### config.mk
export PLATFORM = sky130hd
export DESIGN_NAME = gelato_register_bank_responder
export DESIGN_NICKNAME = d
export VERILOG_FILES = /design/src/rtl/gelato_register_bank_responder.sv
export SDC_FILE = /design/constraint.sdc
export NUM_CORES = 1
export LEC_CHECK = 0
export BUFFER_PORTS_ARGS = -buffer_cell sky130_fd_sc_hd__buf_2
export CORE_MARGIN = 1
export CORE_UTILIZATION = 55
export CTS_BUF_LIST = sky130_fd_sc_hd__clkbuf_4 sky130_fd_sc_hd__clkbuf_8
export CTS_CLUSTER_DIAMETER = 200
export DETAILED_ROUTE_END_ITERATION = 16
export PLACE_DENSITY_LB_ADDON = 0.05
export SKIP_LAST_GASP = 1
export SYNTH_ARGS = -nofsm -noshare
export SYNTH_HDL_FRONTEND = slang
export SYNTH_SLANG_ARGS = --single-unit
### constraint.sdc
create_clock -name clk -period 3.2 [get_ports clk]
set_input_delay 0.16 -clock clk [delete_from_list [all_inputs] [get_ports clk]]
set_output_delay 0.16 -clock clk [all_outputs]
set_load 0.02 [all_outputs]
### src/rtl/gelato_register_bank_responder.sv
// gelato_register_bank_responder
// Responder side of the register collect protocol: takes one multi-operand
// request, grants at most one operand per register bank, reads the banked
// 1R1W storage and returns a single response. Losing operands are dropped.
// Optional feature macro: GELATO_RF_ZERO_REG_EN (address 0 hard-wired to zero).
module gelato_register_bank_responder #(
    parameter int unsigned COLLECTOR_SIZE = 4,
    parameter int unsigned BANK_NUM       = 4,
    parameter int unsigned REG_ADDR_W     = 5,
    parameter int unsigned DATA_W         = 32,
    localparam int unsigned BW            = $clog2(BANK_NUM),
    localparam int unsigned CW            = $clog2(COLLECTOR_SIZE),
    localparam int unsigned OPS           = 4,
    localparam int unsigned IW            = 2
) (
    input  logic                                 clk,
    input  logic                                 rst_n,
    input  logic                                 req_valid,
    output logic                                 req_ready,
    input  logic [COLLECTOR_SIZE-1:0]            req_entry_valid,
    input  logic [COLLECTOR_SIZE*CW-1:0]         req_collector_num,
    input  logic [COLLECTOR_SIZE*OPS*REG_ADDR_W-1:0] req_reg_num,
    input  logic [COLLECTOR_SIZE*OPS-1:0]        req_reg_valid,
    output logic                                 rsp_valid,
    input  logic                                 rsp_ready,
    output logic [BANK_NUM-1:0]                  rsp_data_valid,
    output logic [BANK_NUM*CW-1:0]               rsp_collector_idx,
    output logic [BANK_NUM*IW-1:0]               rsp_reg_index,
    output logic [BANK_NUM*DATA_W-1:0]           rsp_data,
    input  logic                                 wb_valid,
    input  logic [REG_ADDR_W-1:0]                wb_reg,
    input  logic [DATA_W-1:0]                    wb_data
);

    localparam int unsigned RW   = REG_ADDR_W - BW;
    localparam int unsigned ROWS = 1 << RW;

    typedef enum logic [1:0] {
        IDLE = 2'd0,
        READ = 2'd1,
        RESP = 2'd2
    } state_t;

    state_t                  state;

    // Grant latched at accept time, consumed by the read stage
    logic [BANK_NUM-1:0]     sel_valid;
    logic [BANK_NUM*CW-1:0]  sel_coll;
    logic [BANK_NUM*IW-1:0]  sel_idx;
    logic [BANK_NUM*RW-1:0]  sel_row;

    logic [BANK_NUM-1:0]     arb_valid;
    logic [BANK_NUM*CW-1:0]  arb_coll;
    logic [BANK_NUM*IW-1:0]  arb_idx;
    logic [BANK_NUM*RW-1:0]  arb_row;

    logic [DATA_W-1:0]       mem [BANK_NUM][ROWS];
    logic [DATA_W-1:0]       rd_word [BANK_NUM];

    logic [BW-1:0]           wb_bank;
    logic [RW-1:0]           wb_row;
    logic                    wb_en;
    logic                    unused_op0;

    assign wb_bank = wb_reg[BW-1:0];
    assign wb_row  = wb_reg[REG_ADDR_W-1:BW];

`ifdef GELATO_RF_ZERO_REG_EN
    assign wb_en = wb_valid && (wb_reg != '0);
`else
    assign wb_en = wb_valid;
`endif

    // Operand field 0 of every slot carries no operand
    always_comb begin
        unused_op0 = 1'b0;
        for (int i = 0; i < int'(COLLECTOR_SIZE); i++) begin
            unused_op0 = unused_op0 ^ (^req_reg_num[(i*OPS)*REG_ADDR_W +: REG_ADDR_W])
                                    ^ req_reg_valid[i*OPS];
        end
    end

    // Per-bank priority pick: first live operand in slot-major, operand-minor order
    always_comb begin
        arb_valid = '0;
        arb_coll  = '0;
        arb_idx   = '0;
        arb_row   = '0;
        for (int b = 0; b < int'(BANK_NUM); b++) begin
            for (int i = 0; i < int'(COLLECTOR_SIZE); i++) begin
                for (int j = 1; j < int'(OPS); j++) begin
                    if (!arb_valid[b] && req_entry_valid[i] && req_reg_valid[i*OPS+j] &&
                        (req_reg_num[(i*OPS+j)*REG_ADDR_W +: BW] == BW'(b))) begin
                        arb_valid[b]          = 1'b1;
                        arb_coll[b*CW +: CW]  = req_collector_num[i*CW +: CW];
                        arb_idx[b*IW +: IW]   = IW'(j);
                        arb_row[b*RW +: RW]   = req_reg_num[(i*OPS+j)*REG_ADDR_W+BW +: RW];
                    end
                end
            end
        end
    end

    // Bank read port with write-first bypass of a same-cycle writeback
    always_comb begin
        for (int b = 0; b < int'(BANK_NUM); b++) begin
            rd_word[b] = mem[b][sel_row[b*RW +: RW]];
            if (wb_en && (wb_bank == BW'(b)) && (wb_row == sel_row[b*RW +: RW])) begin
                rd_word[b] = wb_data;
            end
`ifdef GELATO_RF_ZERO_REG_EN
            if ((b == 0) && (sel_row[RW-1:0] == '0)) begin
                rd_word[b] = '0;
            end
`endif
        end
    end

    // Register storage write port, independent of the request FSM
    always_ff @(posedge clk) begin
        if (wb_en) begin
            mem[wb_bank][wb_row] <= wb_data;
        end
    end

    // Request/response sequencing with registered handshake and response fields
    always_ff @(posedge clk or negedge rst_n) begin
        if (!rst_n) begin
            state             <= IDLE;
            req_ready         <= 1'b1;
            rsp_valid         <= 1'b0;
            rsp_data_valid    <= '0;
            rsp_collector_idx <= '0;
            rsp_reg_index     <= '0;
            rsp_data          <= '0;
            sel_valid         <= '0;
            sel_coll          <= '0;
            sel_idx           <= '0;
            sel_row           <= '0;
        end else begin
            case (state)
                IDLE: begin
                    if (req_valid) begin
                        sel_valid <= arb_valid;
                        sel_coll  <= arb_coll;
                        sel_idx   <= arb_idx;
                        sel_row   <= arb_row;
                        req_ready <= 1'b0;
                        state     <= READ;
                    end
                end
                READ: begin
                    rsp_valid         <= 1'b1;
                    rsp_data_valid    <= sel_valid;
                    rsp_collector_idx <= sel_coll;
                    rsp_reg_index     <= sel_idx;
                    for (int b = 0; b < int'(BANK_NUM); b++) begin
                        rsp_data[b*DATA_W +: DATA_W] <= sel_valid[b] ? rd_word[b] : '0;
                    end
                    state <= RESP;
                end
                RESP: begin
                    if (rsp_ready) begin
                        rsp_valid         <= 1'b0;
                        rsp_data_valid    <= '0;
                        rsp_collector_idx <= '0;
                        rsp_reg_index     <= '0;
                        rsp_data          <= '0;
                        req_ready         <= 1'b1;
                        state             <= IDLE;
                    end
                end
                default: begin
                    rsp_valid <= 1'b0;
                    req_ready <= 1'b1;
                    state     <= IDLE;
                end
            endcase
        end
    end

endmodule
; Word-level counts from Yosys, hierarchy flattened
; Memories as Yosys holds them, arrays and structs flattened.
; Cells that the tools add are included.
; W data, S select, Z words.
[classes]
reduce_logical = 210
n_eq_ne = 47
bitwise = 7
muxes = 231
n_lt_le_gt_ge = 6
[ops]
columns = cell, count
row1 = $mux W32, 17
row2 = $bmux W32 S3, 4
row3 = $mux W256, 1
row4 = $pmux W128 S2, 1
row5 = $mux W2, 94
row6 = $logic_and A1 B1 Y1, 146
row7 = $mux W3, 48
row8 = $mux W128, 1
row9 = $demux W32 S3, 1
row10 = $mux W1, 56
row11 = $eq A2 B2 Y1 const B, 27
row12 = $logic_not A1 Y1, 44
row13 = $pmux W8 S2, 2
row14 = $eq A2 B1 Y1 const B, 14
row15 = $logic_not A2 Y1, 14
row16 = $ge A4 B4 Y1 const B, 5
row17 = $not A3 Y4, 5
row18 = $eq A3 B3 Y1, 4
row19 = $mux W8, 1
row20 = $pmux W4 S2, 1
row21 = $reduce_and A2 Y1, 4
row22 = $pmux W1 S3, 2
row23 = $pmux W2 S3, 1
row24 = $lt A4 B1 Y1 const B, 1
row25 = 5 further kinds, 7
[totals]
output_inout_bits = 150
elab_cells = 513
ff_bits = 184
mem_bits_rw = 1024
n_memories = 1
[memory_table]
columns = name, words, word_bits, read_ports, rd_ports_with_merged_regs, write_ports, line_no
row1 = mem, 4, 256, 4, 0, 1, 57  ; logic [DATA_W-1:0] mem [BANK_NUM][ROWS];

; Logic depth before layout (Yosys ltp)
[logic_depth]
word_depth = 58
mapped_depth = 9

; Least setup slack after synthesis
; OpenSTA, ideal clock, no wires.
[synth_path]
path_type = input-to-reg
startpoint = in wb_reg[4]
endpoint = mem mem[0][64] in the netlist's numbering, enable pin
path_buffers = 1
arrival_ns = 2.200
required_ns = 2.779
setup_ns = 0.421
path_slack_ns = 0.579
stages = 4
cell_sequence = clkbuf_1 nor2b_1 nand3_1 nor2_1
[synth_via]
elab_chain_cells = 6
elab_cells_between_ends = 7
[synth_lines]
columns = element, line_no
row1 = from (decl), 31  ; input logic [REG_ADDR_W-1:0] wb_reg,
row2 = $not A3 Y4 (not written as such) *, 122  ; mem[wb_bank][wb_row] <= wb_data;
row3 = $ge A4 B4 Y1 (not written as such) / $lt A4 B1 Y1 (equally long branches), 122
row4 = $logic_and A1 B1 Y1 (not written as such), 122
row5 = $mux W32 (not written as such), 122
row6 = $demux W32 S3 *, 122
row7 = $mux W256 (not written as such) *, 122
row8 = to (decl), 57
; Every way passes the cells marked *; elsewhere a longest branch is shown, timed or not.

; Worst setup path after layout
[layout_path]
startpoint = in req_reg_num[5]
endpoint = reg sel_row[7]
[layout_via]
elab_chain_cells = 58
elab_cells_between_ends = 69
[layout_lines]
columns = element, line_no
row1 = from (decl), 22  ; input logic [COLLECTOR_SIZE*OPS*REG_ADDR_W-1:0] req_reg_num,
row2 = $eq A2 B2 Y1 *, 93  ; (req_reg_num[(i*OPS+j)*REG_ADDR_W +: BW] == BW'(b))) begin
row3 = $logic_and A1 B1 Y1 *, 92  ; if (!arb_valid[b] && req_entry_valid[i] && req_reg_valid[i*OPS+j] &&
row4 = $mux W1, 92
row5 = $logic_not A1 Y1, 92
row6 = $logic_and A1 B1 Y1 (3 in series), 92
row7 = $mux W1, 92
row8 = $logic_not A1 Y1, 92
row9 = $logic_and A1 B1 Y1 (3 in series), 92
row10 = (+32 left out), --
row11 = $logic_and A1 B1 Y1 (3 in series), 92
row12 = $mux W1, 92
row13 = $logic_not A1 Y1, 92
row14 = $logic_and A1 B1 Y1 (3 in series), 92
row15 = $mux W1, 92
row16 = $logic_not A1 Y1, 92
row17 = $logic_and A1 B1 Y1 (3 in series), 92
row18 = $mux W3 *, 92
row19 = to (signal assigned), 147  ; sel_row <= arb_row;
row20 = to (decl), 50  ; logic [BANK_NUM*RW-1:0] sel_row;
; Marks and branches as above.
; A chain may end at the register's enable or synchronous reset.

==> metrics.md <==
| Metric | Value |
|---|---|
| Run status | complete, no violations |
| Count of pins over their slew limit | 0 |
| Reg2reg setup slack | 0.12 ns |
| Avg Inst Size Synth | 17.2 µm² |
| Power Density | 788 nW/µm² |
| Largest family of logic cells by synthesized area | multiplexers |
| NumNets Final | 3494 |
| Max clock buf depth | 3 |
| Synth Net Count | 3008 |
| Fin crit share | 0.981 |
| Inst Count DP | 4220 |
| Worst r2r path cells | 9 |
| P&R area growth vs syn | 17.2% |
| Adder-Cell Fraction of Synth Area | 0 |
| CTS tree | built |
| Min Tclk post-route | 3.14 ns |
| Hold_sp | wb_reg[1] |
| Max Cap Viol | 0 |
| R2r endpoint | sel_row[6] |
| Final Hold Vio Count | 0 |
| Postcts setup bufs | 0 |
| Ports | 300 |
| Worst setup SP type | input port |
| H-tree Lvls | 4 |
| Worst Max-Slew Pin Slew | 0.998 ns |
| Num CTS Buffers | 188 |
| Yosys reg bits | 1208 |
| Post-synth EDFFs | 1024 |
| CP required | 3.92 ns |
| Detailed Routing Iterations Pass 1 | 7 |
| Worst-Skew Late Latency | 0.87 ns |
| Post-DP HPWL | 77500 µm |
| Initial Util | 0.556 |
| Clock Sinks | 1208 |
| Worst Hold Depth | 4 |
| Post-synthesis xor/xnor area fraction | 0.00214 |
| Worst-path maximum fanout | 8 |
| Clock Pin Slew Worst Setup and Hold Paths | 0.06 ns |
| Setup TNS | 0 ns |
| GRT Total Usage | 0.299 |
| Yosys cell types | 82 |
| Slew headroom | 0.334 |
| Buffers added on ports | 275 |
| CP Class | in2reg |
| Sequential area share after synthesis | 0.720 |
| Vias in the first global route | 29600 |
| Post-Synth Simple-Gate Area | 0.0639 |
| Die Wd | 301 µm |
| DRC viols | 0 |
| Hold path endpoint | mem[2][106] |
| Total grt overflow | 0 |
| Final setup violation count | 0 |
| Primary FF master, synth | edfxtp_1 |
| Die height | 301 µm |
| First-pass GRT wire length | 194000 µm |
| Synth async-reset ratio | 0.152 |
| Final clock skew | 0.0621 ns |
| Wire per inst | 28.6 µm |
| Max IR drop VDD | 697 µV |
| Static leakage | 20.4 nW |
| Crit path arrival time | 3.86 ns |
| FP Rows | 109 |
| DRT Wirelength | 134000 µm |
| Gate Count Post-Synth | 2858 |
| Post-Route Utilization | 0.651 |
| Die ar. | 90500 µm² |
| Cell Area, Synth | 49100 µm² |
| Initial antenna violation count | 7 |
| Critical R2R Launch | state[0] |
| RSZ-0062 raised after global routing | no |
| Post-synthesis mux area share | 0.144 |
| Initial DRC count | 2807 |
| Via count | 29200 |
| Largest net degree at the start of global routing | 71 |
| Root Driver | clkbuf_8 |
| Crit end category | flip-flop |
| DR vias/cell | 6.24 |
| Layout cells sized above 1 | 0.298 |
| Routability cong. | 0.987 |
| YS warnings | 0 |
| Hold Path Class | in2reg |
| Core box area | 88400 µm² |
| Complex-gate fraction of the synthesized area | 0.0549 |
| Remaining antenna violation count | 0 |
| Non-Filler Instances | 4677 |
| FMAX | 0.318 GHz |
==> worst max-delay path, stage by stage <==
cell and delay (ns):
dlygate4sd3_1 0.53, buf_2 0.24, nand4b_1 0.27, nand3_2 0.26, or4_4 0.57, or3_1 0.40
nand4_1 0.10, dlygate4sd3_1 0.56, nand3_1 0.13, dlygate4sd3_1 0.63
==> state kept, by name (all words and copies together) (netlist names), 4 cells and up <==
register,cells
sel_valid,4
sel_row,12
sel_idx,8
rsp_reg_index,8
rsp_data_valid,4
mem,1024
sel_coll,8
rsp_data,128
rsp_collector_idx,8
==> worst max path at each step <==
stage | startpoint | to
finish | req_reg_num[5] | sel_row[7]
floorplan | wb_reg[4] | mem[0][64]
detailed placement | req_entry_valid[0] | sel_idx[6]
global route | state[0] | sel_row[6]
global placement | req_entry_valid[0] | sel_idx[6]
CTS | req_reg_num[5] | sel_row[7]
==> cells in the final DEF, fill, tap and decap left out, types with 9 or more instances in the layout <==
cell              n
edfxtp_1       1024
inv_1            12
dfrtp_1         171
nand4_1          13
clkbuf_8        216
nor2_1          168
nor3_1           21
a31oi_1          17
nor2_4           32
and4_1            9
and4b_1          18
nand2_1         228
o21ai_1          12
buf_12           17
o21ai_0         171
clkinv_2         12
dlygate4sd3_1    98
a22o_1           20
clkbuf_4         84
buf_2           274
mux4_2          256
mux2i_1         131
nand3_1          30
nand4b_1         16
a221oi_1          9
o22ai_1          11
buf_4            71
a211oi_1         12
clkinv_1         22
a21oi_1         132
==> layer usage <==
layer / vias up / routed length, µm / track usage
met3: 231 / 10500 / 0.0600
met5: - / 34 / 0
li1: 12500 / - / -
met2: 1287 / 63300 / 0.468
met1: 15200 / 55200 / 0.420
met4: 6 / 4630 / 0.114
==> area by class of cell <==
class | instances | area (µm²)
Sequential cell | 1208 | 35400
Fill cell | 6214 | 30800
Multi-Input combinational cell | 1472 | 13300
Clock buffer | 299 | 3590
Timing Repair Buffer | 462 | 3270
Tap cell | 1165 | 1460
Clock inverter | 57 | 492
Inverter | 12 | 45.0
Antenna cell | 2 | 5.00
==> cell usage after synthesis (all sizes together) (9+ instances only) <==
master	number	area, µm²
edfxtp	1024	30700
mux4	256	5770
nand2	230	866
nor2	200	751
dfrtp	183	4580
o21ai	183	916
a21oi	133	666
mux2i	131	1310
buf	83	388
clkbuf	83	313
nand3	34	200
nor3	24	141
a22o	20	175
nand4b	20	200
and4b	19	191
nand4	18	144
a31oi	17	106
a211oi	12	90.1
inv	12	45.0
o22ai	11	68.8
a221oi	10	93.8
and4	10	90.1
nor4	9	83.8
==> report_power, final <==
group          switching, W  total (W)  leakage [nW]  internal, W
Combinational       0.00702     0.0125          6.66      0.00546
Sequential         0.000953     0.0192          11.6       0.0183
Clock               0.00599     0.0136          2.17      0.00766
Total                0.0140     0.0454          20.4       0.0314
==> cell families (layout without fill, tap and decap cells) <==
group | count (synthesis) | after routing
DFF | 1208 | 1208
and+or+nand+nor | 622 | 622
AOI/OAI and AO/OA | 451 | 451
muxes | 387 | 387
buffers and inverters | 178 | 830
xor gates and xnor gates | 12 | 12
other | 0 | 2
==> metrics by stage <==
stage	setup slack (ns)	cell area (µm²)	hold slack, ns	total power (W)
after floorplan	0.579	49100	-0.136	0.0277
after global placement	0.522	52400	0.268	0.0317
after detailed placement	0.562	52400	0.281	0.0318
after CTS	0.134	57500	0.0143	0.0457
after global routing	0.00218	57500	0.0966	0.0474
final	0.0599	57500	0.109	0.0454
==> repair_timing <==
action                                  CTS  global route
hold buffers                             99             0
endpoints found under the hold margin  1336             0
gates resized for setup                   0             2
setup endpoints to repair                 0             4
(Power assumes the default switching activity.)
